### config.mk
export PLATFORM = sky130hd
export DESIGN_NAME = cdc_fifo_stream_reader
export DESIGN_NICKNAME = d
export VERILOG_FILES = /design/src/rtl/cdc_fifo_stream_pkg.sv /design/src/rtl/cdc_fifo_stream_reader.sv
export SDC_FILE = /design/constraint.sdc
export NUM_CORES = 1
export LEC_CHECK = 0
export ABC_AREA = 1
export CORE_MARGIN = 4
export CORE_UTILIZATION = 54
export DETAILED_ROUTE_END_ITERATION = 8
export PLACE_DENSITY = 0.85
export SLEW_MARGIN = 0
export SYNTH_ARGS = -nofsm -noshare
export SYNTH_HDL_FRONTEND = slang
export SYNTH_SLANG_ARGS = --single-unit
export TNS_END_PERCENT = 5
### constraint.sdc
create_clock -name clk -period 3.53 [get_ports clk]
set_input_delay 0.353 -clock clk [delete_from_list [all_inputs] [get_ports clk]]
set_output_delay 0.353 -clock clk [all_outputs]
set_load 0.1 [all_outputs]
### src/rtl/cdc_fifo_stream_pkg.sv
// Shared types for the CDC FIFO stream reader.
//   occ_e : occupancy of the 2-entry output buffer (0, 1 or 2 words held).
package cdc_fifo_stream_pkg;

    typedef enum logic [1:0] {
        OCC_0 = 2'd0,
        OCC_1 = 2'd1,
        OCC_2 = 2'd2
    } occ_e;

endpackage

### src/rtl/cdc_fifo_stream_reader.sv
// Read-side adapter for the Gray-pointer CDC FIFO, entirely in the read clock domain.
// Turns the FIFO's empty/read-strobe interface (combinational head word) into a registered
// valid/ready stream through a 2-entry buffer, and counts accepted beats.
//
// Ports:
//   clk        : read-domain clock
//   rst        : synchronous active-high reset
//   enable     : when low, no new words are popped; buffered words still drain
//   fifo_empty : FIFO empty flag
//   fifo_data  : FIFO head word, valid while fifo_empty is low
//   fifo_read  : pop strobe to the FIFO
//   m_valid    : stream valid (registered)
//   m_data     : stream data (registered)
//   m_ready    : stream ready
//   beat_count : accepted output beats, modulo 2^P_COUNT_WIDTH
module cdc_fifo_stream_reader
    import cdc_fifo_stream_pkg::*;
#(
    parameter int unsigned P_DATA_WIDTH  = 32,
    parameter int unsigned P_COUNT_WIDTH = 32
) (
    input  logic                     clk,
    input  logic                     rst,
    input  logic                     enable,
    input  logic                     fifo_empty,
    input  logic [P_DATA_WIDTH-1:0]  fifo_data,
    output logic                     fifo_read,
    output logic                     m_valid,
    output logic [P_DATA_WIDTH-1:0]  m_data,
    input  logic                     m_ready,
    output logic [P_COUNT_WIDTH-1:0] beat_count
);

    occ_e                     r_occ;
    logic [P_DATA_WIDTH-1:0]  r_entry0;
    logic [P_DATA_WIDTH-1:0]  r_entry1;
    logic [P_COUNT_WIDTH-1:0] r_beat_count;

    occ_e                     w_occ_d;
    logic [P_DATA_WIDTH-1:0]  w_entry0_d;
    logic [P_DATA_WIDTH-1:0]  w_entry1_d;
    logic [P_COUNT_WIDTH-1:0] w_beat_count_d;
    logic                     w_push;
    logic                     w_pop;

    always_comb begin
        // The read strobe looks only at buffer occupancy, never at m_ready, so there is no
        // combinational path from the stream sink back into the FIFO.
        w_push         = !rst && enable && !fifo_empty && (r_occ != OCC_2);
        w_pop          = (r_occ != OCC_0) && m_ready;
        w_occ_d        = r_occ;
        w_entry0_d     = r_entry0;
        w_entry1_d     = r_entry1;
        w_beat_count_d = w_pop ? r_beat_count + P_COUNT_WIDTH'(1) : r_beat_count;

        unique case (r_occ)
            OCC_0: begin
                if (w_push) begin
                    w_entry0_d = fifo_data;
                    w_occ_d    = OCC_1;
                end
            end
            OCC_1: begin
                if (w_push && w_pop) begin
                    w_entry0_d = fifo_data;
                end else if (w_push) begin
                    w_entry1_d = fifo_data;
                    w_occ_d    = OCC_2;
                end else if (w_pop) begin
                    w_occ_d    = OCC_0;
                end
            end
            OCC_2: begin
                if (w_pop) begin
                    w_entry0_d = r_entry1;
                    w_occ_d    = OCC_1;
                end
            end
            default: begin
                w_occ_d = OCC_0;
            end
        endcase
    end

    always_ff @(posedge clk) begin
        if (rst) begin
            r_occ        <= OCC_0;
            r_entry0     <= '0;
            r_entry1     <= '0;
            r_beat_count <= '0;
        end else begin
            r_occ        <= w_occ_d;
            r_entry0     <= w_entry0_d;
            r_entry1     <= w_entry1_d;
            r_beat_count <= w_beat_count_d;
        end
    end

    assign fifo_read  = w_push;
    assign m_valid    = (r_occ != OCC_0);
    assign m_data     = r_entry0;
    assign beat_count = r_beat_count;

endmodule
# Yosys cells after proc, flatten, opt, wreduce, memory -nomap -nowiden
# Cells that the tools add are included.
[op_classes]
n_eq_ne = 8
mux = 10
n_reduce_logical = 13
bitwise = 1
addsub = 1
[op_table]
columns = ["operator", "count"]
rows = [
  ["$mux W32", 3],
  ["$pmux W32 S3", 1],
  ["$add A32 B1 Y32 const B", 1],
  ["$mux W2", 5],
  ["$ne A2 B2 Y1 const B", 5],
  ["$reduce_and A4 Y1", 2],
  ["$pmux W2 S3", 1],
  ["$logic_and A1 B1 Y1", 5],
  ["$ne A3 B3 Y1 const B", 1],
  ["$reduce_and A3 Y1", 1],
  ["$reduce_bool A3 Y1", 1],
  ["$eq A2 B1 Y1 const B", 1],
  ["$eq A2 B2 Y1 const B", 1],
  ["$logic_not A1 Y1", 2],
  ["$logic_not A2 Y1", 1],
  ["$reduce_bool A2 Y1", 1],
  ["$not A1 Y1", 1],
]
[word_totals]
reg_bits = 98
output_inout_bits = 66
input_bits = 37

# Longest topological paths before layout
# Gate-level depths: netlist of run 1.
[depth]
word_depth = 7
ltp_mapped = 10
ltp_nobuf = 10

# Worst setup path after synthesis of run 1
# OpenSTA, ideal clock, no wires.
[synth_path]
kind = "register to register"
start = "register r_beat_count[1], in the netlist beat_count[1]"
end = "register r_beat_count[26], in the netlist beat_count[26]"
required_ns = 3.417
n_path_buf = 0
setup_time_ns = 0.113
synth_period_minus_slack_ns = 2.149
t_arrival_ns = 2.036
path_stages_with_launch = 9
path_slack_ns = 1.381
path_cell_list = "dfxtp_1 -> ha_1 -> inv_1 -> nor2_4 -> nand3_1 -> nor2_1 -> nand4_1 -> nand2_1 -> nor2_1"
[synth_via]
elab_chain_len = 1
[synth_lines]
columns = ["element", "line", "text"]
rows = [
  ["start, declared", "cdc_fifo_stream_reader.sv:37", "logic [P_COUNT_WIDTH-1:0] r_beat_count;"],
  ["start signal, assigned", "cdc_fifo_stream_reader.sv:95", "r_beat_count <= w_beat_count_d;"],
  ["$add A32 B1 Y32", "cdc_fifo_stream_reader.sv:54", "w_beat_count_d = w_pop ? r_beat_count + P_COUNT_WIDTH'(1) : r_beat_count;"],
]
# Every way passes these cells.
# A chain may end at the register's enable or synchronous reset.

# Final worst setup path of run 1
[layout_path]
start = "register r_occ[1]"
end = "output port m_valid"
[layout_via]
elab_chain_len = 1
[layout_lines]
columns = ["element", "line", "text"]
rows = [
  ["start, declared", "cdc_fifo_stream_reader.sv:34", "occ_e r_occ;"],
  ["start signal, assigned", "cdc_fifo_stream_reader.sv:92", "r_occ <= w_occ_d;"],
  ["$reduce_bool A2 Y1", "cdc_fifo_stream_reader.sv:100", "assign m_valid = (r_occ != OCC_0);"],
  ["end, declared", "cdc_fifo_stream_reader.sv:28", "output logic m_valid,"],
]
# Every way passes these cells.

==> results of run 1 <==
-- synth_stat cells --
cell type	instances
a21oi_1	46
buf_2	7
buf_4	5
buf_6	1
clkbuf_1	18
dfxtp_1	98
ha_1	1
inv_1	72
inv_2	2
nand2_1	112
nand2_2	3
nand3_1	30
nand3_2	2
nand3_4	1
nand3b_1	2
nand3b_4	1
nand4_1	6
nor2_1	123
nor2_2	8
nor2_4	4
nor3_1	4
nor3_2	2
nor3b_2	1
o21a_1	1
o21ai_0	96
o21ai_1	9
o21ba_2	1
o21bai_1	1
xor2_1	1
-- stage by stage --
step,std cells,power [mW],worst slack (ps),area [sq um]
final,854,2.27,1020,5740
after CTS,854,2.28,1030,5740
after floorplan,658,1.43,1380,4500
after global placement,838,1.54,1040,5530
after detailed placement,838,1.54,939,5530
after global routing,854,2.35,954,5740
-- cell families (layout without fill, tap and decap cells) --
| family | count (synthesis) | after routing |
|---|---|---|
| AOI/OAI and AO/OA | 154 | 154 |
| DFF | 98 | 98 |
| buffers and inverters | 105 | 196 |
| xor gates and xnor gates | 1 | 1 |
| and+or+nand+nor | 299 | 299 |
| adders and majority gates | 1 | 1 |
-- worst max-delay path by stage --
| stage | to | from | slack (ps) |
|---|---|---|---|
| 6_report | m_valid | r_occ[1] | 1020 |
| 5_1_grt | m_data[31] | r_occ[0] | 950 |
| 4_1_cts | m_valid | r_occ[1] | 1030 |
| 3_5_place_dp | m_data[1] | rst | 940 |
| 3_3_place_gp | m_data[1] | rst | 1040 |
| 2_1_floorplan | beat_count[26] | beat_count[1] | 1380 |
-- flip-flops by register name (all words and copies together) (netlist names) --
name	flops
m_data	32
beat_count	32
r_occ	2
r_entry1	32
-- area by class of cell --
type,instances,area (sq um)
Tap cell,105,131
Multi-Input combinational cell,455,2110
Clock buffer,11,141
Clock inverter,5,62.6
Inverter,74,278
Timing Repair Buffer,106,1050
Sequential cell,98,1960
Fill cell,675,2440
-- power by group --
group | internal [mW] | leakage [nW] | switching (mW)
clock network | 0.351 | 0.0962 | 0.398
logic | 0.109 | 1.29 | 0.264
registers | 1.13 | 0.794 | 0.0150
-- metal layers --
metal	part of all wire [%]	track usage, %
met5	0	0
met4	1.7	6.83
met3	5.6	5.75
met2	50	39.9
met1	42	27.2
-- worst reg2reg max path: cells and delay by family (launching register included) --
kind | cells | cell delay, ps
buffers and inverters | 3 | 930
DFF | 1 | 350
and+or+nand+nor | 5 | 940
==> flow_summary_export.csv, run 1 <==
group,metric,value,unit
sta,relSlewSlack,34.4,%
synth,synth_top_family_by_area,"simple AND/OR/NAND/NOR gates",
worst_setup_path,crit_path_top_delay_cell,"clkdlybuf4s50_1",
placement,hpwl,8.02,mm
sta,grt_setup_unrepaired,"false",
cts,clk_path_buf_depth,2,
synth,synthMuxAreaShare,0,%
cts,cts_hold_buf,0,
die,die_w,99.3,microns
worst_setup_path,path_class,"reg2out",
synth,synth_top_cell_by_area,"dfxtp_1",
worst_setup_path,ff2ff_setup_slack,1220,ps
sta,fin_worst_skew,11.2,ps
worst_setup_path,timing.rr.end,"m_data[13]",
detailed_routing,drt_iter0_markers,185,
finish,final_core_util,70.2,%
die,die_area,9860,sq um
synth,synth-simple-area-share,29.1,%
sta,fin_crit,2510,ps
worst_setup_path,crit_chain,"inv_1 -> nand2_1 -> clkdlybuf4s50_1",
worst_setup_path,cp-start-kind,"flip-flop",
worst_setup_path,crit_path_max_incr_delay,1160,ps
die,initial_core_util,55.1,%
die,num_io_pins,103,
cts,tritoncts,"done",
worst_setup_path,crit_arrival,2160,ps
finish,layout.cells.most_common_list,"nor2_1 (123), nand2_1 (111), clkdlybuf4s50_1 (101)",
worst_setup_path,end_kind,"output port",
worst_setup_path,ff2ff_path_depth,8,
synth,ys_warn_count,0,
sta,finalHoldViolCount,0,
worst_setup_path,crit_family,"buffers and inverters",
power_and_ir_drop,power.leakage,2.18,nW
min_path,holdPathStages,2,
detailed_routing,drt_pre_antenna_iters,4,
synth,syn_area_per_cell,6.84,sq um
cts,cts_resized,0,
sta,fin_tns_setup,0,ps
power_and_ir_drop,power_density,395,nW/um^2
synth,synthXorXnorAreaFrac,0.195,%
synth,synth-seq-cells,98,
detailed_routing,antenna_left,0,
worst_setup_path,cp.required,3180,ps
grt,overflow,0,
synth,synthesis.nets,696,
die,rows,33,
placement,gp_congestion,0.875,
min_path,holdPathEnd,"r_entry1[12]",
grt,grt_use_total,22.6,%
die,core,8180,sq um
synth,synth_fa_ha_area_share,0.278,%
synth,netlist_instances,658,
finish,nets,782,
detailed_routing,remaining_drc_errors,0,
run,maxCapViolCount,0,
min_path,min_path_type,"reg2reg",
sta,finalSetupViolCount,0,
cts,cts_sinks,98,
synth,synth.top_cell.area_share,43.6,%
finish,layout_commonest_cell,"nor2_1",
finish,drive_above_1_share,6.28,%
detailed_routing,drt_wl_total,11.3,mm
grt,antenna_found_initial,0,
synth,synth_seq_area_share,43.6,%
run_status,outcome,"finished clean",
grt,grt_pass1_vias,4171,
detailed_routing,routed_via_density,5.25,
grt,grt_pass1_wl,18.5,mm
synth,synth_compound_area_share,17.3,%
finish,diodes,0,
worst_setup_path,r2r_start,"r_occ[0]",
synth,synth_cell_types,29,
cts,root_buffer,"clkbuf_8",
cts,clk_pin_slew,100,ps
grt,grt_max_degree,85,
detailed_routing,routedWlPerCell,13.2,microns
power_and_ir_drop,peakVddDrop,0.000229,V
sta,whs,452,ps
synth,yosys-top-cells-area,"dfxtp_1 (44%), o21ai_0 (11%), nor2_1 (10%)",
worst_setup_path,critPathBufInv,2,
cts,cts_setup_buffers,0,
placement,portBuffers,102,
min_path,min_from,"r_entry1[12]",
detailed_routing,vias,4485,
sta,fmax,398,MHz
finish,synthToLayoutAreaGrowth,27.4,%
synth,synth_area,4500,sq um
worst_setup_path,crit_fanout,5,
sta,min_period_over_period,71.2,%
sta,drv_slew,0,
worst_setup_path,cp_num_cells,3,
sta,worstMarginPinSlew,981,ps
cts,clkLatencyLatePin,360,ps
die,die_y,99.3,microns
cts,cts_buffers,9,
cts,htreeDepth,3,
No activity file was read; power rests on OpenSTA's default activity.
==> run 2, diff against run 1 <==
--- a/config.mk
+++ b/config.mk
@@ -7,9 +7,9 @@
 export LEC_CHECK = 0
 export ABC_AREA = 1
 export CORE_MARGIN = 4
-export CORE_UTILIZATION = 54
+export CORE_UTILIZATION = 45
 export DETAILED_ROUTE_END_ITERATION = 8
-export PLACE_DENSITY = 0.85
+export PLACE_DENSITY = 0.76
 export SLEW_MARGIN = 0
 export SYNTH_ARGS = -nofsm -noshare
 export SYNTH_HDL_FRONTEND = slang
==> constraint.sdc (replaced) <==
create_clock -name clk -period 2 [get_ports clk]
set_input_delay 0.2 -clock clk [delete_from_list [all_inputs] [get_ports clk]]
set_output_delay 0.2 -clock clk [all_outputs]
set_load 0.1 [all_outputs]
==> run 2 against run 1 <==
Net effect:
- worst hold slack worse by 2.2 ps
- final area is 0.63% lower
- clock-buffer cell count rose by 1
- power is 72% higher
- global-route usage is 2.5 points lower
- clock skew down 4.9 ps
- non-clock buffer count rose by 7
- utilization is 12 points lower
- clock power increased by 62%
- wire length increased by 0.43%
==> flow_summary_export.csv, run 2 (synthesis results as in run 1) <==
group,metric,value,unit
run_status,outcome,"finished clean",
power_and_ir_drop,intPower,2.71,mW
cts,cts_sinks,98,
finish,drive_above_1_share,16.9,%
sta,whs,449,ps
sta,fin_worst_skew,6.28,ps
finish,register_area,1970,sq um
grt,grt_use_total,20.2,%
detailed_routing,vias,4415,
cts,root_buffer,"clkbuf_8",
placement,placedCellCount,873,
power_and_ir_drop,p_sw_share,30.4,%
die,core,9770,sq um
worst_setup_path,crit_arrival,1500,ps
cts,cts_hold_buf,0,
power_and_ir_drop,p_comb_share,17.0,%
detailed_routing,drt_pre_antenna_iters,5,
run,maxCapViolCount,0,
finish,diodes,0,
finish,layout.cells.non_filler,889,
finish,layout.cells.most_common_list,"nor2_1 (123), nand2_1 (111), o21ai_0 (96)",
sta,fin_crit,1700,ps
sta,relSlewSlack,75.9,%
grt,grt_pass1_vias,4151,
grt,grt_pass1_wl,19.0,mm
worst_setup_path,cp-start-kind,"flip-flop",
grt,antenna_found_initial,0,
sta,drv_slew,0,
die,die_y,108,microns
power_and_ir_drop,peakVddDrop,0.000512,V
placement,portBuffers,102,
cts,tritoncts,"done",
die,initial_core_util,46.1,%
cts,clk_path_buf_depth,2,
cts,clk_pin_slew,90,ps
cts,cts_resized,0,
sta,worstMarginPinSlew,362,ps
cts,htreeDepth,3,
power_and_ir_drop,pwr-share-seq,52.0,%
power_and_ir_drop,finalPower,3.89,mW
detailed_routing,routedWlPerCell,12.7,microns
detailed_routing,drt_iter0_markers,211,
finish,fill_cells,962,
finish,final_core_util,58.3,%
sta,grt_setup_unrepaired,"false",
worst_setup_path,cp.required,1800,ps
power_and_ir_drop,power_density,683,nW/um^2
finish,layout_commonest_cell,"nor2_1",
min_path,min_path_type,"reg2reg",
sta,min_period_over_period,85.2,%
cts,cts_buffers,9,
worst_setup_path,end_kind,"output port",
sta,fin_tns_setup,0,ps
detailed_routing,antenna_left,0,
die,num_io_pins,103,
detailed_routing,drt_wl_total,11.3,mm
power_and_ir_drop,p_sw,1.18,mW
grt,grt_max_degree,46,
cts,cts_setup_buffers,0,
sta,finalSetupViolCount,0,
sta,fmax,587,MHz
finish,nets,789,
sta,finalHoldViolCount,0,
placement,hpwl,8.22,mm
detailed_routing,remaining_drc_errors,0,
die,die_w,108,microns
die,die_area,11700,sq um
placement,gp_congestion,0.877,
worst_setup_path,crit_fanout,23,
power_and_ir_drop,power.leakage,2.35,nW
finish,synthToLayoutAreaGrowth,26.6,%
detailed_routing,routed_via_density,4.97,
power_and_ir_drop,clock_power_share,31.0,%
grt,overflow,0,
worst_setup_path,path_class,"reg2out",
finish,multi_input_area,2110,sq um
cts,clkLatencyLatePin,370,ps
die,rows,36,
## run 2: metrics by stage
step                      worst slack (ps)  cell area [sq um]
final                                  297               5700
after global routing                   180               5700
after CTS                              280               5700
after detailed placement               135               5520
after global placement                 162               5520
after floorplan                       4.17               4510
## run 2: layout make-up
cell class / count / area share (%)
multi-input combinational: 455 / 37.1
timing repair buffer: 113 / 17.3
sequential: 98 / 34.6
clock buffer: 12 / 2.72
tap: 133 / 2.92
clock inverter: 4 / 0.461
inverter: 74 / 4.87
## run 2: routing by layer
layer  up-vias  wire length [microns]  track usage, %
met3        22                    859            6.21
met5         -                      0               0
met2       135                   5290            34.1
met4         0                    308            8.48
met1      1976                   4860            23.7
li1       2282                      -               -
## run 2: power groups by stage
stage,sequential [mW],clock (mW),combinational (mW)
after global routing,2.03,1.33,0.706
after CTS,2.02,1.24,0.664
after detailed placement,2.07,0,0.662
after floorplan,2.35,0,0.185
after global placement,2.07,0,0.654
final,2.02,1.21,0.661
## run 2: worst paths after layout
check	endpoint	cells past startpoint	slack, ps	startpoint
setup / recovery	fifo_read	6	300	r_occ[0]
hold / removal	r_entry1[5]	2	450	r_entry1[5]
setup reg to reg	beat_count[30]	9	400	beat_count[1]
hold reg to reg	r_entry1[5]	2	450	r_entry1[5]
## run 2: critical path: stages (launching register included)
cell	delay [ps]
dfxtp_1	350
inv_1	70
nand2_2	80
buf_4	230
nand3_1	100
inv_1	120
buf_12	180
